===== src/rtl/lookup_req_arbiter.sv =====
// lookup_req_arbiter: round-robin sharing of the MAC hash-lookup engine among four ingress ports,
// with req/ack engine handshake, timeout flood fallback and saturating lookup statistics.
module lookup_req_arbiter #(
    parameter int TIMEOUT = 64,
    parameter int CNT_W   = 16
) (
    input  logic             clk,
    input  logic             rstn,
    input  logic [3:0]       in_req,
    input  logic [191:0]     in_da,
    input  logic [191:0]     in_sa,
    output logic [3:0]       res_ack,
    output logic [3:0]       res_portmap,
    output logic             res_nf,
    output logic             res_timeout,
    output logic             se_req,
    output logic [47:0]      se_da,
    output logic [47:0]      se_sa,
    output logic [3:0]       se_srcport,
    input  logic             se_ack,
    input  logic [3:0]       se_result,
    input  logic             se_nf,
    output logic             busy,
    output logic [CNT_W-1:0] lookup_cnt,
    output logic [CNT_W-1:0] timeout_cnt
);
    localparam int TW = $clog2(TIMEOUT);
    typedef enum logic [1:0] {IDLE, REQ, RESP} state_t;

    state_t            state_q, state_d;
    logic [1:0]        rr_q, rr_d, gnt;
    logic [TW-1:0]     timer_q, timer_d;
    logic              flag_q, flag_d;
    logic [3:0]        hold_q, hold_d, eff;
    logic [3:0]        res_ack_q, res_ack_d, res_pm_q, res_pm_d, se_src_q, se_src_d;
    logic              res_nf_q, res_nf_d, res_to_q, res_to_d, se_req_q, se_req_d, busy_q, busy_d;
    logic [47:0]       se_da_q, se_da_d, se_sa_q, se_sa_d;
    logic [CNT_W-1:0]  lk_q, lk_d, to_q, to_d;

    always_comb begin
        state_d   = state_q;
        rr_d      = rr_q;
        timer_d   = timer_q;
        flag_d    = flag_q;
        hold_d    = '0;
        res_ack_d = '0;
        res_to_d  = 1'b0;
        res_pm_d  = res_pm_q;
        res_nf_d  = res_nf_q;
        se_req_d  = se_req_q;
        se_src_d  = se_src_q;
        se_da_d   = se_da_q;
        se_sa_d   = se_sa_q;
        lk_d      = lk_q;
        to_d      = to_q;
        // the port served last is masked for one IDLE cycle so its stale level is not regranted
        eff = in_req & ~hold_q;
        gnt = rr_q;
        for (int i = 4; i >= 1; i--)
            if (eff[rr_q + 2'(i)]) gnt = rr_q + 2'(i);
        case (state_q)
            IDLE: if (|eff) begin
                rr_d     = gnt;
                se_da_d  = in_da[48*gnt +: 48];
                se_sa_d  = in_sa[48*gnt +: 48];
                se_src_d = 4'b0001 << gnt;
                se_req_d = 1'b1;
                timer_d  = '0;
                flag_d   = 1'b0;
                state_d  = REQ;
            end
            REQ: if (se_ack) begin
                se_req_d = 1'b0;
                res_pm_d = se_result & ~se_src_q;
                res_nf_d = se_nf;
                state_d  = RESP;
            end else if (timer_q == TW'(TIMEOUT - 1)) begin
                se_req_d = 1'b0;
                res_pm_d = ~se_src_q;
                res_nf_d = 1'b1;
                flag_d   = 1'b1;
                state_d  = RESP;
            end else begin
                timer_d = timer_q + 1'b1;
            end
            RESP: begin
                res_ack_d = se_src_q;
                res_to_d  = flag_q;
                lk_d      = &lk_q ? lk_q : lk_q + 1'b1;
                to_d      = (flag_q && !(&to_q)) ? to_q + 1'b1 : to_q;
                hold_d    = se_src_q;
                state_d   = IDLE;
            end
            default: state_d = IDLE;
        endcase
        busy_d = state_d != IDLE;
    end

    always_ff @(posedge clk or negedge rstn) begin
        if (!rstn) begin
            state_q   <= IDLE;
            rr_q      <= 2'd3;
            timer_q   <= '0;
            flag_q    <= 1'b0;
            hold_q    <= '0;
            res_ack_q <= '0;
            res_pm_q  <= '0;
            res_nf_q  <= 1'b0;
            res_to_q  <= 1'b0;
            se_req_q  <= 1'b0;
            se_src_q  <= '0;
            se_da_q   <= '0;
            se_sa_q   <= '0;
            busy_q    <= 1'b0;
            lk_q      <= '0;
            to_q      <= '0;
        end else begin
            state_q   <= state_d;
            rr_q      <= rr_d;
            timer_q   <= timer_d;
            flag_q    <= flag_d;
            hold_q    <= hold_d;
            res_ack_q <= res_ack_d;
            res_pm_q  <= res_pm_d;
            res_nf_q  <= res_nf_d;
            res_to_q  <= res_to_d;
            se_req_q  <= se_req_d;
            se_src_q  <= se_src_d;
            se_da_q   <= se_da_d;
            se_sa_q   <= se_sa_d;
            busy_q    <= busy_d;
            lk_q      <= lk_d;
            to_q      <= to_d;
        end
    end

    assign res_ack     = res_ack_q;
    assign res_portmap = res_pm_q;
    assign res_nf      = res_nf_q;
    assign res_timeout = res_to_q;
    assign se_req      = se_req_q;
    assign se_da       = se_da_q;
    assign se_sa       = se_sa_q;
    assign se_srcport  = se_src_q;
    assign busy        = busy_q;
    assign lookup_cnt  = lk_q;
    assign timeout_cnt = to_q;
endmodule


===== config.mk =====
export PLATFORM = sky130hd
export DESIGN_NAME = lookup_req_arbiter
export DESIGN_NICKNAME = d
export VERILOG_FILES = /design/src/rtl/lookup_req_arbiter.sv
export SDC_FILE = /design/constraint.sdc
export NUM_CORES = 1
export LEC_CHECK = 0
export CORE_AREA = 4 4 209 211
export CTS_BUF_LIST = sky130_fd_sc_hd__clkbuf_8
export CTS_CLUSTER_SIZE = 12
export DETAILED_ROUTE_END_ITERATION = 6
export DIE_AREA = 0 0 213 215
export MAX_ROUTING_LAYER = met4
export PLACE_DENSITY = 0.48
export SLEW_MARGIN = 20
export SYNTH_ARGS = -nofsm -noshare
export SYNTH_HDL_FRONTEND = slang
export SYNTH_SLANG_ARGS = --single-unit
export TNS_END_PERCENT = 5

===== constraint.sdc =====
create_clock -name clk -period 1.9 [get_ports clk]
set_input_delay 0.475 -clock clk [delete_from_list [all_inputs] [get_ports clk]]
set_output_delay 0.475 -clock clk [all_outputs]
set_load 0.01 [all_outputs]

==> results.sh, run 1 <==
export IMPL_period_needed_ns=2.03
export IMPL_synth_cell_type_count=54
export IMPL_finalNonFillerCells=1933
export IMPL_hold_worst_slack_ns=0.488
export IMPL_syn_area_um2=8930
export IMPL_run_status="complete, but fails checks"
export IMPL_average_cell_area_after_synthesis_um2=11.5
export IMPL_hold_violations=0
export IMPL_power_density_nw_per_um2=1300
export IMPL_cts_root_buf="sky130_fd_sc_hd__clkbuf_8"
export IMPL_postSynthNetCount=1177
export IMPL_max_slew_headroom_pct=66.8
export IMPL_max_clock_freq_mhz=492
export IMPL_timing_critical_path_fanout_max=28
export IMPL_yosys_warnings=0
export IMPL_synth_top_area_cell="sky130_fd_sc_hd__dfrtp_1"
export IMPL_netlist_area_leader_share_pct=42.9
export IMPL_ant_nets=0
export IMPL_kind_of_critical_path="primary input to register"
export IMPL_start_kind="primary input"
export IMPL_worstSetupEndpointType="register"
export IMPL_drt_iter0_markers=338
export IMPL_setup_slack_ns=-0.133
export IMPL_first_global_vias=9292
export IMPL_route_vias_total=8671
export IMPL_timing_final_max_slew_violations=0
export IMPL_clock_tree_from_tritoncts="built"
export IMPL_fin_worst_skew_ns=0.0176
export IMPL_antenna_found_initial=5
export IMPL_via_per_inst=4.49
export IMPL_gp_routability_congestion=0.850
export IMPL_placedCellCount=1896
export IMPL_floorplan_rows=75
export IMPL_hold_path_class="register to register"
export IMPL_cts_buffers=17
export IMPL_share_of_layout_cells_above_drive_strength_1_pct=15.9
export IMPL_cts_clk_slew_worst_paths_ns=0.09
export IMPL_pin_count_of_the_biggest_net_entering_global_routing=76
export IMPL_coreArea_um2=41800
export IMPL_fp_dieH_um=215
export IMPL_die_area_um2=45800
export IMPL_syn_inst=778
export IMPL_cts_setup_buffers=0
export IMPL_grt_pass1_wl_mm=61.7
export IMPL_wire_length_per_cell_after_detailed_routing_um=22.1
export IMPL_tritoncts_num_sinks=155
export IMPL_drc=0
export IMPL_overflow=0
export IMPL_leakage_power_nw=7.34
export IMPL_detailedPlace_worstSlack_ns=-0.701
export IMPL_synth_enable_flop_cells=0
export IMPL_layout_area_overhead_vs_synth_pct=81.5
export IMPL_clock_path_buffers=2
export IMPL_synth_ff_latch_count=155
export IMPL_max_cap_violations=0
export IMPL_setup_violations=94
export IMPL_layout_worst_path_cycle_share_pct=107
export IMPL_final_nets=1776
export IMPL_yosysSeqAreaShare_pct=43.5
export IMPL_postSynth_asyncResetShare_pct=100
export IMPL_worst_skew_pair_late_latency_ns=0.48
export IMPL_critPathRequiredTime_ns=2.24
export IMPL_worst_margin_slew_ns=0.498
export IMPL_drt_wl_total_mm=42.8
export IMPL_top_level_ports=540
export IMPL_globalRouteTotalUtil_pct=18.4
export IMPL_irDropWorstVdd_uv=445
export IMPL_synthFlopType="sky130_fd_sc_hd__dfrtp_1"
export IMPL_die_width_um=213
export IMPL_htree_levels=4
export IMPL_timing_critical_path_arrival_ns=2.38
export IMPL_rsz_0062_raised_after_global_routing="true"
export IMPL_violations="setup timing"
export IMPL_drt_pass1_iter_count=4
export IMPL_start_util_pct=21.4
export IMPL_yosys_cell_count_top_type="sky130_fd_sc_hd__mux2i_1"
export IMPL_yosys_top_cells_count="sky130_fd_sc_hd__mux2i_1 (192), sky130_fd_sc_hd__dfrtp_1 (153), sky130_fd_sc_hd__nand2_1 (120), sky130_fd_sc_hd__o221ai_1 (56), sky130_fd_sc_hd__o221ai_2 (40)"
export IMPL_hpwlAfterDp_mm=34.1
export IMPL_io_buffers=539
export IMPL_synth_top_cells_by_area="sky130_fd_sc_hd__dfrtp_1 (43%), sky130_fd_sc_hd__mux2i_1 (22%), sky130_fd_sc_hd__o221ai_2 (6.7%)"
## per-stage QoR
stage / instance area, um2 / utilization, % / total power [mW] / TNS (ns)
2_1_floorplan: 8930 / - / 12.1 / 0
3_5_place_dp: 15700 / 37.5 / 18.8 / -60.40
5_1_grt: 16200 / 38.8 / 22.4 / -11.12
3_3_place_gp: 15700 / 37.5 / 18.7 / -57.30
6_report: 16200 / 38.8 / 21.0 / -5.41
4_1_cts: 16100 / 38.5 / 21.3 / -3.67
## logic make-up after synthesis
kind of cell | share of synthesized area (%)
AOI/OAI and AO/OA | 15.5
xor gates and xnor gates | 3.04
adders and majority gates | 0.421
buffers and inverters | 5.06
DFF | 43.5
muxes | 22.4
and+or+nand+nor | 10.1
## report_power, final
| part | total [mW] | switching [mW] | internal (mW) |
|---|---|---|---|
| sequential | 5.29 | 0.716 | 4.57 |
| clock | 2.97 | 1.40 | 1.57 |
| combinational | 12.8 | 6.30 | 6.47 |
| total | 21.0 | 8.41 | 12.6 |
## worst paths after layout
path	startpoint	endpoint	slack, ns	cells after the start
max in group asynchronous	rstn	rr_q[0]	0.85	4
hold / removal	se_da[31]	se_da[31]	0.49	2
setup / recovery	in_req[3]	se_sa[38]	-0.13	8
hold reg to reg	se_da[31]	se_da[31]	0.49	2
min in group asynchronous	rstn	se_sa[20]	0.54	3
setup reg to reg	rr_q[1]	se_sa[38]	-0.09	7
## flip-flops by register name, summed over array words and instances (netlist names)
signal       count
busy             1
flag_q           1
lookup_cnt      16
res_ack          4
res_nf           1
res_portmap      4
res_timeout      1
rr_q             2
se_da           48
se_req           1
se_sa           48
se_srcport       4
state_q          2
timeout_cnt     16
timer_q          6
## worst max-delay path: stages
cell and delay, ns:
sky130_fd_sc_hd__clkdlybuf4s50_1 0.46, sky130_fd_sc_hd__nor2b_4 0.17, sky130_fd_sc_hd__a22oi_2 0.10, sky130_fd_sc_hd__o211ai_4 0.24, sky130_fd_sc_hd__buf_12 0.25, sky130_fd_sc_hd__buf_12 0.19
sky130_fd_sc_hd__mux2i_2 0.28, sky130_fd_sc_hd__o221ai_1 0.15
## cell usage in the layout (no fill, tap or decap), types with 4 or more instances in the layout
| cell | n |
|---|---|
| sky130_fd_sc_hd__and3_1 | 8 |
| sky130_fd_sc_hd__nand4_1 | 12 |
| sky130_fd_sc_hd__buf_6 | 4 |
| sky130_fd_sc_hd__clkbuf_8 | 21 |
| sky130_fd_sc_hd__buf_12 | 25 |
| sky130_fd_sc_hd__nand2_1 | 120 |
| sky130_fd_sc_hd__bufinv_16 | 4 |
| sky130_fd_sc_hd__mux2_2 | 4 |
| sky130_fd_sc_hd__mux2i_4 | 11 |
| sky130_fd_sc_hd__dfrtp_1 | 151 |
| sky130_fd_sc_hd__clkdlybuf4s50_1 | 394 |
| sky130_fd_sc_hd__nand3_1 | 14 |
| sky130_fd_sc_hd__o21ai_1 | 4 |
| sky130_fd_sc_hd__o221ai_2 | 41 |
| sky130_fd_sc_hd__inv_1 | 8 |
| sky130_fd_sc_hd__xnor2_1 | 24 |
| sky130_fd_sc_hd__nor2b_1 | 5 |
| sky130_fd_sc_hd__xor2_1 | 7 |
| sky130_fd_sc_hd__diode_2 | 5 |
| sky130_fd_sc_hd__and2_1 | 7 |
| sky130_fd_sc_hd__mux2i_1 | 166 |
| sky130_fd_sc_hd__o221ai_1 | 55 |
| sky130_fd_sc_hd__mux2i_2 | 15 |
| sky130_fd_sc_hd__nor2_1 | 8 |
| sky130_fd_sc_hd__dlygate4sd2_1 | 141 |
| sky130_fd_sc_hd__a21oi_1 | 8 |
| sky130_fd_sc_hd__and4_1 | 4 |
| sky130_fd_sc_hd__buf_4 | 67 |
## cell type report
cell class,count,area [um2]
clock buffer,21,289
antenna,5,12.5
multi-input combinational,558,4840
inverter,9,33.8
sequential,155,3880
tap,539,674
timing repair buffer,636,6300
fill,4132,25600
clock inverter,10,163
## per-layer routing
layer / vias up / wire (um) / GRT usage [%]
li1: 4125 / - / -
met1: 4246 / 17100 / 20.8
met2: 273 / 21900 / 31.9
met3: 27 / 2980 / 5.32
met4: 0 / 794 / 4.40
met5: - / 0 / -
## what timing repair did
| action | 4_1_cts | 5_1_grt |
|---|---|---|
| hold endpoints to repair | 30 | 0 |
| pin swaps | 4 | 4 |
| gates resized for setup | 170 | 22 |
| setup endpoints to repair | 234 | 108 |
| hold buffers | 1 | 0 |
No activity file was read; power rests on OpenSTA's default activity.
==> inputs of run 2 (changes only) <==
CTS_CLUSTER_SIZE = not set   (was 12)
SLEW_MARGIN = 10   (was 20)
==> results of run 2 <==
Same layout as run 1: the final DEF is identical, and so are final timing and power.
